**config.mk**
```make
export PLATFORM = sky130hd
export DESIGN_NAME = uart_ram_dump_tx_flat
export DESIGN_NICKNAME = d
export VERILOG_FILES = /design/src/rtl/uart_ram_dump_tx_if.sv /design/src/rtl/uart_ram_dump_tx.sv /design/src/flat_wrapper.sv
export SDC_FILE = /design/constraint.sdc
export NUM_CORES = 1
export LEC_CHECK = 0
export CORE_MARGIN = 10
export CORE_UTILIZATION = 45
export DETAILED_ROUTE_END_ITERATION = 8
export GPL_TIMING_DRIVEN = 0
export HOLD_SLACK_MARGIN = 0.03
export PLACE_DENSITY = 0.62
export SYNTH_ARGS = -nofsm -noshare
export SYNTH_HDL_FRONTEND = slang
export SYNTH_SLANG_ARGS = --single-unit
```
**constraint.sdc**
```tcl
create_clock -name clk -period 5.43 [get_ports clk]
set_clock_uncertainty 0.2 [all_clocks]
set_input_delay 0.8145 -clock clk [delete_from_list [all_inputs] [get_ports clk]]
set_output_delay 0.8145 -clock clk [all_outputs]
set_load 0.03 [all_outputs]
```
**src/rtl/uart_ram_dump_tx_if.sv**
```systemverilog
`default_nettype none
// ============================================================================
// Module   : uart_ram_dump_tx_if
// Purpose  : Bundles the dump transmitter's control, RAM read port and UART
//            line signals. master = transmitter, slave = RAM/host side.
// Revision : 1.0 - initial release
// ============================================================================
interface uart_ram_dump_tx_if #(
    parameter int ADDR_W = 5,
    parameter int DATA_W = 4
);
    logic              start;
    logic [ADDR_W-1:0] rd_addr;
    logic [DATA_W-1:0] rd_data;
    logic              tx;
    logic              busy;
    logic              done;

    modport master (
        input  start,
        input  rd_data,
        output rd_addr,
        output tx,
        output busy,
        output done
    );

    modport slave (
        output start,
        output rd_data,
        input  rd_addr,
        input  tx,
        input  busy,
        input  done
    );
endinterface
`default_nettype wire

```
**src/rtl/uart_ram_dump_tx.sv**
```systemverilog
`default_nettype none
// ============================================================================
// Module   : uart_ram_dump_tx
// Purpose  : Reads the nibble RAM back one address at a time and sends each
//            word as an uppercase ASCII hex character over UART 8N1, ending
//            the dump with CR, LF.
// Revision : 1.0 - initial release
// ============================================================================
module uart_ram_dump_tx #(
    parameter int CLKS_PER_BIT = 868,
    parameter int ADDR_W       = 5,
    parameter int DEPTH        = 32,
    parameter int DATA_W       = 4
) (
    input  wire logic            clk,
    input  wire logic            reset_n,
    uart_ram_dump_tx_if.master   bus
);
    localparam int C_BAUD_W = (CLKS_PER_BIT > 1) ? $clog2(CLKS_PER_BIT) : 1;
    localparam int C_CHAR_W = $clog2(DEPTH + 2);

    localparam logic [C_BAUD_W-1:0] c_BAUD_LAST = C_BAUD_W'(CLKS_PER_BIT - 1);
    // Character indices past the RAM contents select the line terminator.
    localparam logic [C_CHAR_W-1:0] c_CHAR_CR   = C_CHAR_W'(DEPTH);
    localparam logic [C_CHAR_W-1:0] c_CHAR_LF   = C_CHAR_W'(DEPTH + 1);

    localparam logic [2:0] c_IDLE  = 3'd0;
    localparam logic [2:0] c_FETCH = 3'd1;
    localparam logic [2:0] c_LATCH = 3'd2;
    localparam logic [2:0] c_START = 3'd3;
    localparam logic [2:0] c_DATA  = 3'd4;
    localparam logic [2:0] c_STOP  = 3'd5;
    localparam logic [2:0] c_NEXT  = 3'd6;

    logic [2:0]          r_state;
    logic [C_BAUD_W-1:0] r_baud;
    logic [2:0]          r_bit;
    logic [C_CHAR_W-1:0] r_char;
    logic [7:0]          r_shift;
    logic [ADDR_W-1:0]   r_rd_addr;
    logic                r_tx;
    logic                r_busy;
    logic                r_done;

    logic [C_CHAR_W-1:0] w_char_next;
    logic                w_baud_last;

    // 0..9 map to '0'..'9'; 10..15 map to 'A'..'F' (0x41 + v - 10 = 0x37 + v).
    function automatic logic [7:0] hex_ascii(input logic [3:0] v);
        if (v < 4'd10)
            hex_ascii = 8'h30 + {4'h0, v};
        else
            hex_ascii = 8'h37 + {4'h0, v};
    endfunction

    assign w_char_next = r_char + C_CHAR_W'(1);
    assign w_baud_last = (r_baud == c_BAUD_LAST);

    // Dump sequencer: fetch, latch, then serialise one character per frame.
    always_ff @(posedge clk or negedge reset_n) begin
        if (!reset_n) begin
            r_state   <= c_IDLE;
            r_baud    <= '0;
            r_bit     <= '0;
            r_char    <= '0;
            r_shift   <= '0;
            r_rd_addr <= '0;
            r_tx      <= 1'b1;
            r_busy    <= 1'b0;
            r_done    <= 1'b0;
        end else begin
            r_done <= 1'b0;
            case (r_state)
                c_IDLE: begin
                    r_tx   <= 1'b1;
                    r_busy <= 1'b0;
                    if (bus.start) begin
                        r_rd_addr <= '0;
                        r_char    <= '0;
                        r_busy    <= 1'b1;
                        r_state   <= c_FETCH;
                    end
                end
                // One cycle for the RAM's registered address to take effect.
                c_FETCH: r_state <= c_LATCH;
                c_LATCH: begin
                    if (r_char == c_CHAR_CR)
                        r_shift <= 8'h0D;
                    else if (r_char == c_CHAR_LF)
                        r_shift <= 8'h0A;
                    else
                        r_shift <= hex_ascii(bus.rd_data);
                    r_baud  <= '0;
                    r_tx    <= 1'b0;
                    r_state <= c_START;
                end
                c_START: begin
                    if (w_baud_last) begin
                        r_baud  <= '0;
                        r_bit   <= '0;
                        r_tx    <= r_shift[0];
                        r_state <= c_DATA;
                    end else begin
                        r_baud <= r_baud + C_BAUD_W'(1);
                    end
                end
                c_DATA: begin
                    if (w_baud_last) begin
                        r_baud  <= '0;
                        r_shift <= {1'b0, r_shift[7:1]};
                        r_bit   <= r_bit + 3'd1;
                        if (r_bit == 3'd7) begin
                            r_tx    <= 1'b1;
                            r_state <= c_STOP;
                        end else begin
                            // Next bit on the line is what becomes shift[0].
                            r_tx <= r_shift[1];
                        end
                    end else begin
                        r_baud <= r_baud + C_BAUD_W'(1);
                    end
                end
                c_STOP: begin
                    if (w_baud_last) begin
                        r_baud  <= '0;
                        // Registered so done is visible exactly in NEXT.
                        r_done  <= (r_char == c_CHAR_LF);
                        r_state <= c_NEXT;
                    end else begin
                        r_baud <= r_baud + C_BAUD_W'(1);
                    end
                end
                c_NEXT: begin
                    if (r_char == c_CHAR_LF) begin
                        r_busy  <= 1'b0;
                        r_state <= c_IDLE;
                    end else begin
                        r_char <= w_char_next;
                        if (w_char_next < c_CHAR_CR)
                            r_rd_addr <= ADDR_W'(w_char_next);
                        r_state <= c_FETCH;
                    end
                end
                default: r_state <= c_IDLE;
            endcase
        end
    end

    assign bus.rd_addr = r_rd_addr;
    assign bus.tx      = r_tx;
    assign bus.busy    = r_busy;
    assign bus.done    = r_done;
endmodule
`default_nettype wire

```
**src/flat_wrapper.sv**
```systemverilog
// flat-port wrapper written by rule: the top's interface ports become plain ports
module uart_ram_dump_tx_flat 
#(
    parameter int CLKS_PER_BIT = 868,
    parameter int ADDR_W       = 5,
    parameter int DEPTH        = 32,
    parameter int DATA_W       = 4
)
  (clk, reset_n, bus_start, bus_rd_data, bus_rd_addr, bus_tx, bus_busy, bus_done);
  uart_ram_dump_tx_if #(.ADDR_W(ADDR_W), .DATA_W(DATA_W)) bus_i ();
  input  wire logic clk;
  input  wire logic reset_n;
  input wire logic [$bits(bus_i.start)-1:0] bus_start;
  input wire logic [$bits(bus_i.rd_data)-1:0] bus_rd_data;
  output wire logic [$bits(bus_i.rd_addr)-1:0] bus_rd_addr;
  output wire logic [$bits(bus_i.tx)-1:0] bus_tx;
  output wire logic [$bits(bus_i.busy)-1:0] bus_busy;
  output wire logic [$bits(bus_i.done)-1:0] bus_done;
  assign bus_i.start = bus_start;
  assign bus_i.rd_data = bus_rd_data;
  assign bus_rd_addr = bus_i.rd_addr;
  assign bus_tx = bus_i.tx;
  assign bus_busy = bus_i.busy;
  assign bus_done = bus_i.done;
  uart_ram_dump_tx #(.CLKS_PER_BIT(CLKS_PER_BIT), .ADDR_W(ADDR_W), .DEPTH(DEPTH), .DATA_W(DATA_W)) u_core (.clk(clk), .reset_n(reset_n), .bus(bus_i));
endmodule
```
==> results of run 1 <==
## sequential cells by signal, summed over array words and instances (netlist names)
register / flops
u_core.bus.tx: 1
u_core.bus.busy: 1
u_core.r_state: 3
u_core.r_char: 6
u_core.r_bit: 3
u_core.bus.done: 1
u_core.bus.rd_addr: 5
u_core.r_baud: 10
u_core.r_shift: 7
## final timing paths
| path | from | to | slack, ns | depth (start not counted) |
|---|---|---|---|---|
| setup / recovery | u_core.bus.tx | bus_tx | 2.93 | 1 |
| hold / removal | u_core.r_shift[2] | u_core.r_shift[2] | 0.31 | 2 |
| setup reg to reg | u_core.r_state[2] | u_core.r_bit[0] | 3.31 | 5 |
| hold reg to reg | u_core.r_shift[2] | u_core.r_shift[2] | 0.31 | 2 |
| max in group asynchronous | reset_n | u_core.r_state[1] | 4.08 | 1 |
| min in group asynchronous | reset_n | u_core.r_char[3] | 0.42 | 1 |
## synth_stat cells, drive strengths merged, types with 7 or more instances
library cell / number / area (um2)
o21ai: 13 / 65.1
a31oi: 10 / 62.6
dfrtp: 36 / 901
nand2: 24 / 90.1
ha: 7 / 87.6
buf: 7 / 40.0
nand3: 16 / 80.1
nor2: 10 / 40.0
a21oi: 14 / 73.8
mux2i: 7 / 70.1
inv: 9 / 33.8
## layer usage
layer | track usage, % | up-vias | part of all wire (%)
met3 | 2.74 | 10 | 2.9
met2 | 20.6 | 36 | 48
met1 | 15.9 | 898 | 47
met4 | 5.66 | 0 | 2.1
li1 | - | 897 | -
met5 | 0 | - | 0
## cell families after synthesis
| kind of cell | count (synthesis) | synth area share (%) |
|---|---|---|
| AND/OR/NAND/NOR | 85 | 22.6 |
| AO/OA/AOI/OAI | 68 | 21.2 |
| flip-flops | 37 | 42.3 |
| buffers and inverters | 20 | 4.05 |
| multiplexers | 9 | 4.23 |
| adder cells (fa/ha/maj) | 7 | 4.00 |
| XOR/XNOR | 4 | 1.60 |
## metrics by stage
stage | instances | instance area, um2 | util [%]
floorplan | 230 | 2190 | -
global placement | 311 | 2410 | 51.1
detailed placement | 311 | 2410 | 51.0
CTS | 319 | 2540 | 53.9
global route | 319 | 2540 | 53.9
finish | 319 | 2540 | 53.9
## area by class of cell
type / instances / area [um2]
clock inverters: 3 / 65.1
multi-input cells: 173 / 1170
plain buffers: 11 / 55.1
inverters: 9 / 33.8
clock buffers: 5 / 68.8
well taps: 67 / 83.8
fillers: 452 / 2180
repair buffers: 14 / 135
flip-flops and latches: 37 / 927
## power breakdown
group	switching, mW	internal, mW
sequential	0.00239	0.279
combinational	0.0137	0.0107
clock	0.101	0.182
==> impl_metrics.json, run 1 <==
{
  "path_class": "flop to primary output",
  "yosysSeqAreaShare_pct": 42.3,
  "hold_ws_ns": 0.309,
  "power.density_nw_per_um2": 232,
  "dpl.hpwl_um": 3580,
  "nets": 265,
  "die_h_um": 89.8,
  "slowest_delay_ns": 0.66,
  "ys_ff_latch": 37,
  "ys_warn_count": 0,
  "arrival_ns": 1.49,
  "hold_path.class": "flop to flop",
  "finalSetupViolCount": 0,
  "numCtsBuffers": 5,
  "ys.flop_type": "dfrtp_1",
  "dr.first_iter.drc_count": 90,
  "die-area_um2": 8060,
  "finalWorstSetupSlack_ns": 2.93,
  "syn_inst": 230,
  "ir_drop_uv": 97.2,
  "num_rows": 25,
  "relSlewSlack_pct": 44.5,
  "slew_violations": 0,
  "layout_commonest_cell": "dfrtp_1",
  "cp_max_fo": 2,
  "diodes": 0,
  "hold_buffers": 0,
  "dp_slack_ns": 2.87,
  "overflow": 0,
  "track_usage_pct": 12.8,
  "path_clk_slew_ns": 0.07,
  "post_cts_resized": 0,
  "cp.required_ns": 4.42,
  "drv_cap": 0,
  "synthArstFlopShare_pct": 100,
  "drive_gt1_share_pct": 11.9,
  "tightest_slew_ns": 0.833,
  "cp-end-kind": "primary output",
  "path_cells": "clkdlybuf4s50_1",
  "status": "finished clean",
  "vias_per_cell": 5.77,
  "die_w_um": 89.8,
  "ys_types": 61,
  "antenna_found_initial": 0,
  "syn-num-nets": 244,
  "power_uw": 589,
  "syn_to_final_growth_pct": 16.1,
  "syn_avg_cell_area_um2": 9.53,
  "worstSetupStartpointType": "flop",
  "cts_max_path_buffers": 2,
  "final_antenna_net_count": 0,
  "routed_wl_um": 4920,
  "root_buffer": "clkbuf_8",
  "syn-cell-area_um2": 2190,
  "critical_path_buf_inv_count": 1,
  "port_buffers": 14,
  "gp_congestion": 0.812,
  "synth-edff-count": 0,
  "wl_per_cell_um": 15.4,
  "cp_slowest_cell": "clkdlybuf4s50_1",
  "coreArea_um2": 4720,
  "finalCriticalPeriod_ns": 2.50,
  "ioPinCount": 15,
  "layout_worst_path_cycle_share_pct": 46.1,
  "hold_viol": 0,
  "layout_common_cells": "dfrtp_1 (36), nand2_1 (24), nand3_1 (16)",
  "firstDrtPassIters": 4,
  "setup_tns_ns": 0,
  "first_global_vias": 1799,
  "path_delay_family": "buffers and inverters",
  "max_freq_mhz": 400,
  "clock_sinks": 37,
  "clock_latency_ns": 0.29,
  "drcViolationCount": 0,
  "initial_core_util_pct": 46.4,
  "grt_pass1_wl_um": 8700,
  "htreeDepth": 2,
  "cts_setup_buffers": 0,
  "via_count": 1841,
  "rsz0062_at_grt": "false",
  "cts_tree": "built",
  "grt_max_degree": 38,
  "power.leakage_nw": 1.11
}
Note: power is estimated with default switching activity, not from simulation.
==> run 2: changes to the inputs <==
clock period = 2.4 ns   (was 5.43 ns; I/O delays follow)
==> run 2 against run 1 <==
Compared with the run above:
- sequential cell count did not move
- cell count up 0.31%
- via count rose by 0.16%
- power increased by 130%
- largest power group unchanged
==> impl_metrics.json, run 2 (same netlist as run 1, synthesis figures left out) <==
{
  "layout_common_cells": "dfrtp_1 (36), nand2_1 (24), nand3_1 (16)",
  "post_cts_resized": 0,
  "grt_pass1_wl_um": 8740,
  "cp_slowest_cell": "nor3b_4",
  "power.density_nw_per_um2": 523,
  "cp-end-kind": "flop",
  "antenna_found_initial": 0,
  "finalSetupViolCount": 0,
  "r2r-end": "u_core.bus.tx",
  "path_cells": "buf_2 > nor3b_4 > nand4_1 > a31oi_1 > a311oi_1",
  "finalCriticalPeriod_ns": 2.11,
  "coreArea_um2": 4720,
  "numCtsBuffers": 5,
  "num_rows": 25,
  "regArea_um2": 927,
  "path_class": "flop to flop",
  "syn_to_final_growth_pct": 16.6,
  "ioPinCount": 15,
  "critical_path_buf_inv_count": 1,
  "relSlewSlack_pct": 44.2,
  "slew_violations": 0,
  "die_w_um": 89.8,
  "drv_cap": 0,
  "rr_worst_depth": 5,
  "hold_viol": 0,
  "firstDrtPassIters": 4,
  "rsz0062_at_grt": "false",
  "place_area_um2": 2410,
  "power.leakage_nw": 1.11,
  "htreeDepth": 2,
  "whs_path_depth": 2,
  "initial_core_util_pct": 46.4,
  "track_usage_pct": 12.8,
  "first_global_vias": 1808,
  "hold_path.class": "flop to flop",
  "cp_max_fo": 10,
  "cp.required_ns": 2.41,
  "cts_setup_buffers": 0,
  "path_delay_family": "simple AND/OR/NAND/NOR gates",
  "arrival_ns": 2.13,
  "finalWorstSetupSlack_ns": 0.286,
  "diodes": 0,
  "reg2reg_from": "u_core.r_state[2]",
  "multi_input_area_um2": 1170,
  "dpl.hpwl_um": 3580,
  "gp_congestion": 0.812,
  "ir_drop_uv": 220,
  "worstSetupStartpointType": "flop",
  "routed_wl_um": 4940,
  "holdPathEnd": "u_core.r_shift[3]",
  "die_h_um": 89.8,
  "die-area_um2": 8060,
  "fillers": 449,
  "status": "finished clean",
  "clock_sinks": 37,
  "wl_per_cell_um": 15.4,
  "cts_max_path_buffers": 2,
  "port_buffers": 14,
  "cts_tree": "built",
  "timing.reg2reg.setup_slack_ns": 0.29,
  "layout_worst_path_cycle_share_pct": 88.1,
  "tightest_slew_ns": 0.837,
  "dp_slack_ns": 0.287,
  "drive_gt1_share_pct": 11.9,
  "min-delay-start": "u_core.r_shift[3]",
  "dr.first_iter.drc_count": 86,
  "overflow": 0,
  "root_buffer": "clkbuf_8",
  "crit_start": "u_core.r_state[2]",
  "max_freq_mhz": 473,
  "grt_max_degree": 38,
  "largest-register": "u_core.r_baud",
  "final_antenna_net_count": 0,
  "layout_commonest_cell": "dfrtp_1",
  "final_area_um2": 2550,
  "nets": 266,
  "vias_per_cell": 5.76,
  "largest_reg_flops": 10,
  "clock_latency_ns": 0.30,
  "path_clk_slew_ns": 0.08,
  "via_count": 1844,
  "slowest_delay_ns": 0.43,
  "reg_top3": "u_core.r_baud (10), u_core.r_shift (7), u_core.r_char (6)",
  "drcViolationCount": 0
}
## run 2: changes by cell type in the layout (fill, tap and decap cells not counted), sizes merged
| cell | delta |
|---|---|
| dlygate4sd3 | +1 |
## run 2: worst max path at each step
stage,slack (ns),cells after the start,end
4_1_cts,0.28,5,u_core.r_bit[0]
6_report,0.29,5,u_core.bus.tx
5_1_grt,0.09,5,u_core.r_bit[0]
2_1_floorplan,0.46,5,u_core.r_baud[9]
3_5_place_dp,0.29,5,u_core.r_bit[0]
3_3_place_gp,-0.16,1,u_core.r_baud[6]
## run 2: layout make-up
cell class,count,share of cell area (%)
Sequential cell,37,36.3
Clock buffer,5,2.69
Clock inverter,3,2.55
Inverter,9,1.32
Timing Repair Buffer,15,5.68
Buffer,11,2.16
Tap cell,67,3.28
Multi-Input combinational cell,173,46.0
## run 2: what timing repair did
item                                    CTS  global route
hold endpoints to repair                 36             0
hold buffers                              1             0
endpoints found under the setup margin    0             0
## run 2: worst min-delay path, delay by kind of cell, from the launching register on
family / cells / cell delay (ns)
simple gates: 1 / 0.06
flops: 1 / 0.35
compound gates: 1 / 0.07
## run 2: routing by layer
layer | up-vias | global-route usage (%) | part of all wire, % | routed length [um]
met5 | - | 0 | 0 | 0
met4 | 0 | 5.66 | 2.1 | 104
met3 | 10 | 2.83 | 3.2 | 157
met2 | 41 | 20.7 | 49 | 2400
met1 | 893 | 15.8 | 46 | 2280
li1 | 900 | - | - | -
## run 2: power breakdown
| part | internal, mW | switching (mW) | leakage (nW) |
|---|---|---|---|
| clock | 0.413 | 0.229 | 0.0681 |
| combinational | 0.0252 | 0.0314 | 0.613 |
| sequential | 0.632 | 0.00534 | 0.428 |
## run 2: per-stage QoR
step                      instances  util (%)  hold slack, ns  total power [mW]  setup TNS, ns
after floorplan                 230         -          -0.136             0.674              0
after global routing            320      54.1           0.327              1.39              0
after detailed placement        311      51.0           0.293             0.706              0
after global placement          311      51.1           0.293             0.707          -5.51
after CTS                       320      54.1           0.313              1.35              0
final                           320      54.1           0.311              1.34              0
